## config.mk

```make
export PLATFORM = sky130hd
export DESIGN_NAME = alu_serial_ctrl
export DESIGN_NICKNAME = d
export VERILOG_FILES = /design/src/rtl/alu_serial_ctrl.sv
export SDC_FILE = /design/constraint.sdc
export NUM_CORES = 1
export LEC_CHECK = 0
export CAP_MARGIN = 25
export CORE_MARGIN = 2
export CORE_UTILIZATION = 30
export DETAILED_ROUTE_END_ITERATION = 12
export DONT_BUFFER_PORTS = 1
export PLACE_DENSITY_LB_ADDON = 0.15
export SLEW_MARGIN = 20
export SYNTH_ARGS = -nofsm -noshare
export SYNTH_HDL_FRONTEND = slang
export SYNTH_SLANG_ARGS = --single-unit
```

## constraint.sdc

```tcl
create_clock -name clk_i -period 3.6 [get_ports clk_i]
set_input_delay 0.36 -clock clk_i [delete_from_list [all_inputs] [get_ports clk_i]]
set_output_delay 0.36 -clock clk_i [all_outputs]
set_load 0.005 [all_outputs]
```

## src/rtl/alu_serial_ctrl.sv

```systemverilog
`default_nettype none
// ============================================================================
//  Module      : alu_serial_ctrl
//  Description : Bit-serial ALU sequencer. One 1-bit ALU slice is reused
//                once per cycle, LSB first, to produce a WIDTH-bit result
//                plus zero/carry/overflow flags. A start/busy/done handshake
//                frames each operation.
//  Revision    : 1.0 - initial release
// ============================================================================
module alu_serial_ctrl #(
    parameter int WIDTH = 32
) (
    input  logic             clk_i,
    input  logic             rst_i,
    input  logic             start_i,
    input  logic [WIDTH-1:0] src1_i,
    input  logic [WIDTH-1:0] src2_i,
    input  logic [3:0]       ctrl_i,
    output logic             busy_o,
    output logic             done_o,
    output logic [WIDTH-1:0] result_o,
    output logic             zero_o,
    output logic             cout_o,
    output logic             overflow_o
);

    localparam int CW = (WIDTH > 1) ? $clog2(WIDTH) : 1;

    localparam logic [0:0] S_IDLE = 1'b0;
    localparam logic [0:0] S_RUN  = 1'b1;

    localparam logic [3:0] OP_AND = 4'b0000;
    localparam logic [3:0] OP_OR  = 4'b0001;
    localparam logic [3:0] OP_ADD = 4'b0010;
    localparam logic [3:0] OP_SUB = 4'b0110;
    localparam logic [3:0] OP_SLT = 4'b0111;
    localparam logic [3:0] OP_NOR = 4'b1100;

    localparam logic [CW-1:0] C_LAST_BIT = CW'(WIDTH - 1);

    logic [0:0]       state_q, state_d;
    logic [CW-1:0]    cnt_q, cnt_d;
    logic [WIDTH-1:0] a_q, a_d;
    logic [WIDTH-1:0] b_q, b_d;
    logic [3:0]       op_q, op_d;
    logic             carry_q, carry_d;
    logic [WIDTH-1:0] res_q, res_d;
    logic             done_q, done_d;
    logic             zero_q, zero_d;
    logic             cout_q, cout_d;
    logic             ovf_q, ovf_d;

    // slice control and data
    logic       w_a_inv, w_b_inv;
    logic [1:0] w_slice_op;
    logic       w_sa, w_sb, w_less;
    logic       w_slice_res, w_slice_cout;
    logic       w_start_legal;
    logic       w_last;

    assign w_less = 1'b0;
    assign w_last = (cnt_q == C_LAST_BIT);

    // Decode which ctrl_i codes start a real RUN phase
    always_comb begin
        w_start_legal = 1'b0;
        case (ctrl_i)
            OP_AND, OP_OR, OP_ADD, OP_SUB, OP_SLT, OP_NOR: w_start_legal = 1'b1;
            default:                                       w_start_legal = 1'b0;
        endcase
    end

    // FSM state register
    always_ff @(posedge clk_i or negedge rst_i) begin
        if (!rst_i) state_q <= S_IDLE;
        else        state_q <= state_d;
    end

    // FSM next-state: illegal codes never leave IDLE
    always_comb begin
        state_d = state_q;
        case (state_q)
            S_IDLE:  if (start_i && w_start_legal) state_d = S_RUN;
            S_RUN:   if (w_last)                   state_d = S_IDLE;
            default: state_d = S_IDLE;
        endcase
    end

    // FSM outputs: slice controls derived from the latched op (SLT is a full subtract)
    always_comb begin
        w_a_inv    = 1'b0;
        w_b_inv    = 1'b0;
        w_slice_op = 2'b00;
        case (op_q)
            OP_AND: w_slice_op = 2'b00;
            OP_OR:  w_slice_op = 2'b01;
            OP_ADD: w_slice_op = 2'b10;
            OP_SUB, OP_SLT: begin
                w_b_inv    = 1'b1;
                w_slice_op = 2'b10;
            end
            OP_NOR: begin
                w_a_inv    = 1'b1;
                w_b_inv    = 1'b1;
                w_slice_op = 2'b00;
            end
            default: w_slice_op = 2'b00;
        endcase
    end

    // 1-bit ALU slice operating on the current bit position
    always_comb begin
        w_sa         = a_q[cnt_q] ^ w_a_inv;
        w_sb         = b_q[cnt_q] ^ w_b_inv;
        w_slice_cout = (w_sa & w_sb) | (w_sa & carry_q) | (w_sb & carry_q);
        case (w_slice_op)
            2'b00:   w_slice_res = w_sa & w_sb;
            2'b01:   w_slice_res = w_sa | w_sb;
            2'b10:   w_slice_res = w_sa ^ w_sb ^ carry_q;
            default: w_slice_res = w_less;
        endcase
    end

    // Datapath next-state: operand latch, per-bit result/carry, final flags
    always_comb begin
        cnt_d   = cnt_q;
        a_d     = a_q;
        b_d     = b_q;
        op_d    = op_q;
        carry_d = carry_q;
        res_d   = res_q;
        done_d  = 1'b0;
        zero_d  = zero_q;
        cout_d  = cout_q;
        ovf_d   = ovf_q;
        if (state_q == S_IDLE) begin
            if (start_i) begin
                a_d     = src1_i;
                b_d     = src2_i;
                op_d    = ctrl_i;
                cnt_d   = '0;
                carry_d = (ctrl_i == OP_SUB) || (ctrl_i == OP_SLT);
                res_d   = '0;
                zero_d  = 1'b1;
                cout_d  = 1'b0;
                ovf_d   = 1'b0;
                // an illegal code completes immediately with a zero result
                done_d  = !w_start_legal;
            end
        end else begin
            res_d[cnt_q] = w_slice_res;
            carry_d      = w_slice_cout;
            cnt_d        = cnt_q + 1'b1;
            if (w_last) begin
                cnt_d  = '0;
                done_d = 1'b1;
                // carry_q here is the carry into the MSB
                cout_d = (op_q == OP_ADD) || (op_q == OP_SUB) || (op_q == OP_SLT) ? w_slice_cout : 1'b0;
                ovf_d  = (op_q == OP_ADD) || (op_q == OP_SUB) ? (carry_q ^ w_slice_cout) : 1'b0;
                if (op_q == OP_SLT)
                    res_d = {{(WIDTH-1){1'b0}}, w_slice_res ^ (carry_q ^ w_slice_cout)};
                zero_d = (res_d == '0);
            end
        end
    end

    // Datapath registers; reset aborts any operation in flight
    always_ff @(posedge clk_i or negedge rst_i) begin
        if (!rst_i) begin
            cnt_q   <= '0;
            a_q     <= '0;
            b_q     <= '0;
            op_q    <= '0;
            carry_q <= 1'b0;
            res_q   <= '0;
            done_q  <= 1'b0;
            zero_q  <= 1'b0;
            cout_q  <= 1'b0;
            ovf_q   <= 1'b0;
        end else begin
            cnt_q   <= cnt_d;
            a_q     <= a_d;
            b_q     <= b_d;
            op_q    <= op_d;
            carry_q <= carry_d;
            res_q   <= res_d;
            done_q  <= done_d;
            zero_q  <= zero_d;
            cout_q  <= cout_d;
            ovf_q   <= ovf_d;
        end
    end

    assign busy_o     = (state_q == S_RUN);
    assign done_o     = done_q;
    assign result_o   = res_q;
    assign zero_o     = zero_q;
    assign cout_o     = cout_q;
    assign overflow_o = ovf_q;

endmodule
`default_nettype wire

```

; ---- Word-level counts from Yosys, hierarchy flattened
; Cells that the tools add are included.
[totals]
latch_bits = 0
romBits = 0
out_inout_bits = 37
memories = 0
ff_bits = 111
ram_bits = 0
in_bits = 71
wordCells = 95
[classes]
order_cmp = 2
mux = 39
eq_ne = 14
div_mod_pow = 0
addsub = 1
n_mul = 0
reduce_logical = 15
n_bitwise = 13
n_shift = 0
[ops]
columns = cell, count
row1 = 32-bit two-way mux, 6
row2 = 32-bit bitwise mux, 1
row3 = 32-bit zero test, 1
row4 = 1-bit two-way mux, 23
row5 = "4-bit by 3-bit == test with 1-bit output, second input constant", 4
row6 = 5-bit two-way mux, 3
row7 = 1-bit binary-select mux with 5-bit select, 2
row8 = "4-bit by 1-bit == test with 1-bit output, second input constant", 2
row9 = "4-bit by 2-bit == test with 1-bit output, second input constant", 2
row10 = "4-bit == test, second input constant", 2
row11 = "5-bit by 6-bit < comparator with 1-bit output, second input constant", 1
row12 = 3-bit OR reduction, 2
row13 = 6-bit OR reduction, 1
row14 = 1-bit XOR, 6
row15 = "5-bit by 1-bit adder with 5-bit output, second input constant", 1
row16 = 1-bit demux with 5-bit select, 1
row17 = "5-bit == test, second input constant", 1
row18 = "5-bit by 1-bit greater-or-equal comparator with 1-bit output, second input constant", 1
row19 = 4-bit zero test, 1
row20 = 2-bit case mux with 2 select lines, 1
row21 = 2-bit AND reduction, 2
row22 = 1-bit AND, 3
row23 = 1-bit logical OR, 3
row24 = 1-bit OR, 3
row25 = 10 further kinds, 11

; ---- Depth between registers and ports, before layout
; Gate-level depths: netlist of the first run.
[logic_depth]
depth_word = 15
ltp_mapped = 18
depth_no_buf = 15

; ---- Worst setup path before layout of the first run
; OpenSTA, ideal clock, no wires.
[synth_path]
path_kind = reg-to-reg
from = register cnt_q[1]
to = register zero_q (netlist: zero_o)
setup_ps = 68
path_slack_ps = -109
period_less_slack_ps = 3709
required_ps = 3532
n_path_buf = 2
arrival_ps = 3641
stages_incl_launch_ff = 17
path_cell_list = dfrtp_1 -> buf_6 -> buf_12 -> mux4_2 -> mux4_2 -> mux2_4 -> xnor2_1 -> ha_1 -> xor2_1 -> nor2_1 -> a21oi_1 -> o22ai_1 -> a31oi_4 -> nand2b_1 -> a2111oi_0 -> a32oi_1 -> nand3_1
[synth_between]
elab_chain_len = 14
word_cells_on_any_way = 32
classes_between = order compare (2) / eq/ne (2) / mux (13) / bitwise (12) / reduce/logical (3)
[synth_lines]
columns = item, line
row1 = from (decl), 42  ; logic [CW-1:0] cnt_q, cnt_d;
row2 = from (signal assigned), 181  ; cnt_q <= cnt_d;
row3 = "1-bit binary-select mux with 5-bit select, on equally long branches", "113, 114"
row4 = "1-bit two-way mux, on equally long branches", "113, 114"
row5 = "1-bit XOR, on equally long branches", "113, 114"
row6 = "1-bit AND, on equally long branches", "115, 117"
row7 = 1-bit OR (2 in series), 115  ; w_slice_cout = (w_sa & w_sb) | (w_sa & carry_q) | (w_sb & carry_q);
row8 = 1-bit XOR (2 in series), 161  ; res_d = {{(WIDTH-1){1'b0}}, w_slice_res ^ (carry_q ^ w_slice_cout)};
row9 = 32-bit two-way mux, 160  ; if (op_q == OP_SLT)
row10 = 32-bit two-way mux, 154  ; if (w_last) begin
row11 = 32-bit two-way mux, 136  ; if (state_q == S_IDLE) begin
row12 = 32-bit zero test, 162  ; zero_d = (res_d == '0);
row13 = 1-bit two-way mux, 154
row14 = 1-bit two-way mux, 136
row15 = to (signal assigned), 188  ; zero_q <= zero_d;
row16 = to (decl), 49  ; logic zero_q, zero_d;
; Parallel ways exist; a longest one is shown, timed or not. The select of a mux whose other input is x is not followed.
; A chain may end at the register's enable or synchronous reset.

; ---- Worst setup path in the final report of the first run
[layout_path]
from = register cnt_q[1]
to = register res_q[0] (netlist: result_o[0])
[layout_between]
elab_chain_len = 13
word_cells_on_any_way = 29
classes_between = order compare (2) / eq/ne (1) / mux (13) / bitwise (12) / reduce/logical (1)
[layout_lines]
columns = item, line
row1 = "1-bit binary-select mux with 5-bit select, on equally long branches", "113, 114"
row2 = "1-bit two-way mux, on equally long branches", "113, 114"
row3 = "1-bit XOR, on equally long branches", "113, 114"
row4 = "1-bit AND, on equally long branches", "115, 117"
row5 = 1-bit OR (2 in series), 115
row6 = 1-bit XOR (2 in series), 161
row7 = 32-bit two-way mux, 160
row8 = 32-bit two-way mux, 154
row9 = 32-bit two-way mux, 136
row10 = 32-bit two-way mux (*), 154
row11 = 32-bit two-way mux (*), 136
row12 = to (signal assigned), 186  ; res_q <= res_d;
row13 = to (decl), 47  ; logic [WIDTH-1:0] res_q, res_d;
; Mark *: on every way between the ends. The rest lies on a longest branch, timed or not. The select of a mux whose other input is x is not followed.

==> results of run 1 <==
per-stage QoR:
| step | utilization, % | total power [mW] | cells | setup TNS [ps] | worst slack [ps] |
|---|---|---|---|---|---|
| 3_3_place_gp | 32.86 | 6.057 | 831 | -1469 | -120.4 |
| 4_1_cts | 34.96 | 7.463 | 851 | -1274 | -128.9 |
| 5_1_grt | 35.33 | 8.229 | 855 | -7764 | -308.4 |
| 3_5_place_dp | 32.86 | 6.131 | 831 | -3599 | -216.5 |
| 6_report | 35.33 | 7.611 | 855 | -741.6 | -70.93 |
| 2_1_floorplan | - | 4.883 | 571 | -60.29 | -35.99 |
sequential cells by signal (all words and copies together) (netlist names):
| signal | count |
|---|---|
| b_q | 32 |
| carry_q | 1 |
| overflow_o | 1 |
| op_q | 4 |
| a_q | 32 |
| cout_o | 1 |
| result_o | 32 |
| cnt_q | 5 |
| zero_o | 1 |
| done_o | 1 |
| busy_o | 1 |
area by class of cell:
| type | instances | share of cell area [%] |
|---|---|---|
| clock buffers | 10 | 3.475 |
| clock inverters | 6 | 1.092 |
| well taps | 265 | 4.822 |
| multi-input cells | 409 | 43.98 |
| inverters | 15 | 0.8188 |
| flip-flops and latches | 111 | 40.41 |
| repair buffers | 38 | 5.368 |
| diodes | 1 | 0.03639 |
final timing paths:
kind,end,depth (start not counted)
setup / recovery,result_o[0],15
hold / removal,cnt_q[4],1
setup reg to reg,result_o[0],15
hold reg to reg,a_q[3],1
max in group asynchronous,cnt_q[1],2
min in group asynchronous,result_o[25],2
logic make-up (layout without fill, tap and decap cells):
logic type | after synthesis | after routing
muxes | 97 | 97
and+or+nand+nor | 139 | 139
buffers and inverters | 51 | 69
DFF | 111 | 111
other | 0 | 1
xor gates and xnor gates | 5 | 5
AOI/OAI and AO/OA | 162 | 162
adders and majority gates | 6 | 6
cells in the final DEF, fill, tap and decap left out, types with 4 or more instances in the layout:
cell type    n
dfrtp_1    110
mux2_2      68
o21ai_0     54
nand2_1     45
a21oi_1     43
buf_4       31
nor2_1      25
mux2i_1     17
nand3_1     17
o21ai_1     16
inv_1       14
mux4_2      10
nor3_1       9
clkbuf_16    9
nand4_1      8
o22ai_1      8
nand2b_1     7
o21ai_2      7
ha_1         6
and3_1       4
nor2b_1      4
a22oi_1      4
o31ai_1      4
nor4_1       4
a31oi_1      4
where the power goes:
group | internal, mW | leakage (nW) | switching [mW]
Combinational | 2.04 | 1.22 | 2.24
Sequential | 1.78 | 1.37 | 0.495
Clock | 0.518 | 0.154 | 0.538
repair_timing:
action,CTS,global route
hold buffers,2,0
buffers inserted,1,3
endpoints found under the hold margin,111,0
endpoints found under the setup margin,33,33
gates resized for setup,25,24
pin swaps,12,2
gates cloned,1,0
layer usage:
metal	wire, µm	vias up	share of wire [%]
met5	13	-	0.076
met4	174	2	1.0
met3	1594	23	9.3
met2	8064	214	47
met1	7345	2340	43
li1	-	2135	-
==> impl_metrics.yaml, run 1 <==
run_status:
  outcome: "finished, violations left"
  violations: "negative setup slack"
synth:
  syn-num-nets: 648
  synthMuxAreaShare_pct: 20.40
  ys_seq_area_share_pct: 46.83
  synth_compound_area_share_pct: 15.97
  async_flop_share_pct: 100.0
  yosys.area_share.adder_pct: 1.266
  syn_area_per_cell_um2: 10.39
  synth_top_family_by_area: "multiplexers"
  synth_xor_area_share_pct: 0.7382
  synth_common_cells: "111 x dfrtp_1, 77 x o21ai_0, 68 x mux2_2"
  syn_inst: 571
  yosys.cell_count.top_type: "dfrtp_1"
  synth-seq-cells: 111
  synth_top_area_share_pct: 46.83
  yosys_most_used_dff: "dfrtp_1"
  synth_edf_count: 0
  synth_largest_area_cell: "dfrtp_1"
  yosys_warnings: 0
  synth_area_leaders: "dfrtp_1 47%, mux2_2 13%, o21ai_0 6.5%, a21oi_1 3.7%, nand2_1 3.0%"
  synth_area_um2: 5932
  synth-simple-area-share_pct: 11.16
  yosysUniqueCellTypes: 54
routing:
  viasPerCell: 5.513
  firstDrtPassIters: 5
  drt_wl_total_um: 17190
  first_iter_violations: 249
  dr_total_vias: 4714
  drc: 0
  drt-wirelength-per-cell_um: 20.11
  ant_nets: 0
worst_setup_path:
  timing_worst_setup_path_type: "reg2reg"
  reg2reg_slack_ps: -70
  end_kind: "flop"
  slowest_delay_ps: 480
  critPathArrivalTime_ps: 3960
  critical_path_required_ps: 3890
  critPathMostFrequentCell: "mux4_2"
  startpoint_type: "flop"
  crit_buf_inv: 2
  r2r-start: "cnt_q[1]"
  crit_path_top_delay_cell: "mux4_2"
  crit_family: "multiplexers"
  cp_max_fo: 7
  cp_cell_sequence: "buf_12 > mux4_2 > mux4_2 > mux2_4 > xnor2_1 > ha_1 > xor2_1 > nor2_1 > a21oi_2 > o22ai_2 > a31oi_4 > nor2b_4 > buf_4 > nand2_4 > o221ai_2"
  crit_start: "cnt_q[1]"
final_layout:
  design_area_um2: 6877
  multiInputGateArea_um2: 3024
  fill_cells: 1977
  register_area_um2: 2779
  syn_to_final_growth_pct: 15.92
  fin_nets: 661
  drive_gt1_share_pct: 26.32
min_path:
  min-delay-start: "start_i"
  hold_class: "in2reg"
timing:
  grt_setup_unrepaired: "true"
  whs_ps: 78.98
  fmax_mhz: 272.4
  worstMarginPinSlew_ps: 783.5
  final_max_slew_viol_count: 0
  finalHoldViolCount: 0
  setup_ws_ps: -70.93
  fin_crit_ps: 3671
  setup_violations: 22
  maxSlewHeadroom_pct: 47.28
  period_share_pct: 102.0
  skew_ps: 9.638
grt:
  grt_use_met1_pct: 22.39
  grt_pass1_wl_um: 27470
  busiest_layer: "met2"
  track_usage_pct: 17.24
  grt_max_degree: 112
  use_met3_pct: 7.252
  grt_use_met2_pct: 26.64
  overflow: 0
  antenna_found_initial: 2
  grt_pass1_vias: 4787
cts:
  cts_made_buffers: 9
  cts.sinks: 111
  clk_path_buf_depth: 2
  clkTransAtPathRegs_ps: 90
  cts_root_buffer: "clkbuf_16"
  clock_latency_ps: 370
  htree_levels: 3
  cts_tree: "built"
pwr:
  power_density_nw_per_um2: 1107
  p_leak_nw: 2.746
  ir_drop_uv: 361.7
die:
  die_x_um: 144.6
  core_region_area_um2: 19460
  rows: 51
  ioPinCount: 108
  start_util_pct: 30.48
  die_h_um: 144.6
  die_area_um2: 20910
placement:
  gp_congestion: 0.8833
  dpl-instance-area_um2: 6396
  dp_hpwl_um: 12380
  io_buffers: 0
flow_run:
  cap_violations: 0
No activity file was read; power rests on OpenSTA's default activity.
==> run 2, diff against run 1 <==
--- a/config.mk
+++ b/config.mk
@@ -5,12 +5,14 @@
 export SDC_FILE = /design/constraint.sdc
 export NUM_CORES = 1
 export LEC_CHECK = 0
+export ABC_CLOCK_PERIOD_IN_PS = 3600
 export CAP_MARGIN = 25
 export CORE_MARGIN = 2
 export CORE_UTILIZATION = 30
 export DETAILED_ROUTE_END_ITERATION = 12
 export DONT_BUFFER_PORTS = 1
 export PLACE_DENSITY_LB_ADDON = 0.15
+export REMOVE_ABC_BUFFERS = 1
 export SLEW_MARGIN = 20
 export SYNTH_ARGS = -nofsm -noshare
 export SYNTH_HDL_FRONTEND = slang
==> impl_metrics.yaml, run 2 (synthesized netlist as in run 1, its figures left out) <==
grt:
  grt_pass1_wl_um: 27080
  track_usage_pct: 16.93
  antenna_found_initial: 3
  grt_pass1_vias: 4727
  grt_max_degree: 112
  overflow: 0
final_layout:
  register_area_um2: 2778
  syn_to_final_growth_pct: 16.24
  multiInputGateArea_um2: 3075
  design_area_um2: 6895
  fin_nets: 659
  drive_gt1_share_pct: 27.26
  final_common_cell: "dfrtp_1"
  final_cell_mix: "111 x dfrtp_1, 68 x mux2_2, 52 x o21ai_0, 44 x nand2_1, 43 x a21oi_1"
  fill_cells: 2002
min_path:
  min-delay-start: "start_i"
  min_to: "cnt_q[4]"
  whs_path_depth: 1
  hold_class: "in2reg"
timing:
  finalHoldViolCount: 0
  fin_crit_ps: 3648
  worstMarginPinSlew_ps: 819.2
  period_share_pct: 101.3
  skew_ps: 6.502
  grt_setup_unrepaired: "true"
  setup_violations: 8
  fmax_mhz: 274.1
  tns_ps: -160.3
  final_max_slew_viol_count: 0
  setup_ws_ps: -47.68
  maxSlewHeadroom_pct: 44.88
routing:
  firstDrtPassIters: 5
  first_iter_violations: 311
  drc: 0
  drt_wl_total_um: 16890
  viasPerCell: 5.403
  dr_total_vias: 4609
  drt-wirelength-per-cell_um: 19.80
  ant_nets: 0
pwr:
  power_density_nw_per_um2: 1109
  ir_drop_uv: 514.5
  p_leak_nw: 2.741
die:
  die_x_um: 144.6
  die_area_um2: 20910
  die_h_um: 144.6
  core_region_area_um2: 19460
  ioPinCount: 108
  start_util_pct: 30.48
  rows: 51
worst_setup_path:
  end_kind: "flop"
  critical_path_required_ps: 3840
  reg2reg_slack_ps: -50
  cp_max_fo: 8
  r2r_cells: 16
  timing_worst_setup_path_type: "reg2reg"
  critPathArrivalTime_ps: 3890
  startpoint_type: "flop"
  r2r_end: "zero_o"
  r2r-start: "cnt_q[1]"
cts:
  cts_made_buffers: 9
  clock_latency_ps: 370
  cts_tree: "built"
  clkTransAtPathRegs_ps: 80
  htree_levels: 3
  cts_root_buffer: "clkbuf_16"
  cts.sinks: 111
  clk_path_buf_depth: 2
placement:
  gp_congestion: 0.8490
  dp_hpwl_um: 11960
  dpl-instance-area_um2: 6369
  io_buffers: 0
  place_ws_ps: -228.3
flow_run:
  cap_violations: 0
run_status:
  outcome: "finished, violations left"
  violations: "negative setup slack"
run 2: what timing repair did:
| item | 4_1_cts | 5_1_grt |
|---|---|---|
| resized for setup | 40 | 28 |
| setup buffers | 2 | 1 |
| endpoints found under the hold margin | 111 | 0 |
| gates cloned | 0 | 0 |
| endpoints found under the setup margin | 33 | 33 |
| hold buffers | 2 | 0 |
| pin swaps | 13 | 5 |
run 2: routing by layer:
| layer | GRT usage (%) | up-vias | part of all wire [%] |
|---|---|---|---|
| met5 | 0 | - | 0.077 |
| met2 | 26.24 | 156 | 46 |
| met1 | 22.14 | 2295 | 44 |
| met3 | 5.596 | 30 | 8.2 |
| li1 | - | 2126 | - |
| met4 | 6.081 | 2 | 2.4 |
run 2: worst max path at each step:
stage,startpoint,endpoint,slack [ps],depth (start not counted)
6_report,cnt_q[1],zero_o,-50,16
5_1_grt,cnt_q[1],zero_o,-260,16
4_1_cts,cnt_q[1],result_o[27],-100,15
3_5_place_dp,cnt_q[1],zero_o,-230,15
3_3_place_gp,cnt_q[1],zero_o,-140,15
2_1_floorplan,cnt_q[1],zero_o,-660,14
run 2: worst max-delay path, stage by stage (launching register included):
cell and delay [ps]:
dfrtp_1 400, buf_12 150, mux4_2 500, mux4_2 490
mux2_4 300, xnor2_1 130, ha_1 290, xor2_1 140
nor2_1 70, a21oi_2 140, o22ai_2 110, a31oi_4 200
buf_6 120, o32a_1 110, o22ai_1 70, a32oi_1 200
nand3_1 80
run 2: power by group:
group          switching, mW  total (mW)  internal (mW)
registers              0.473        2.25           1.78
clock network          0.513        1.07          0.560
logic                   2.31        4.32           2.02
total                   3.29        7.65           4.36
run 2: through the flow:
step / utilization (%) / power, mW / hold slack [ps] / cells
finish: 35.43 / 7.650 / 90.11 / 853
global route: 35.43 / 8.235 / 88.52 / 853
CTS: 34.85 / 7.462 / 71.20 / 851
detailed placement: 32.72 / 6.079 / 68.48 / 831
global placement: 32.72 / 6.005 / 68.48 / 831
floorplan: - / 4.733 / 64.41 / 535
run 2: cell type report:
type                            instances  share of cell area (%)
Inverter                               15                  0.8165
Timing Repair Buffer                   36                   4.827
Clock inverter                          6                   1.306
Clock buffer                           10                   3.321
Sequential cell                       111                   40.28
Tap cell                              265                   4.809
Antenna cell                            1                 0.03629
Multi-Input combinational cell        409                   44.60
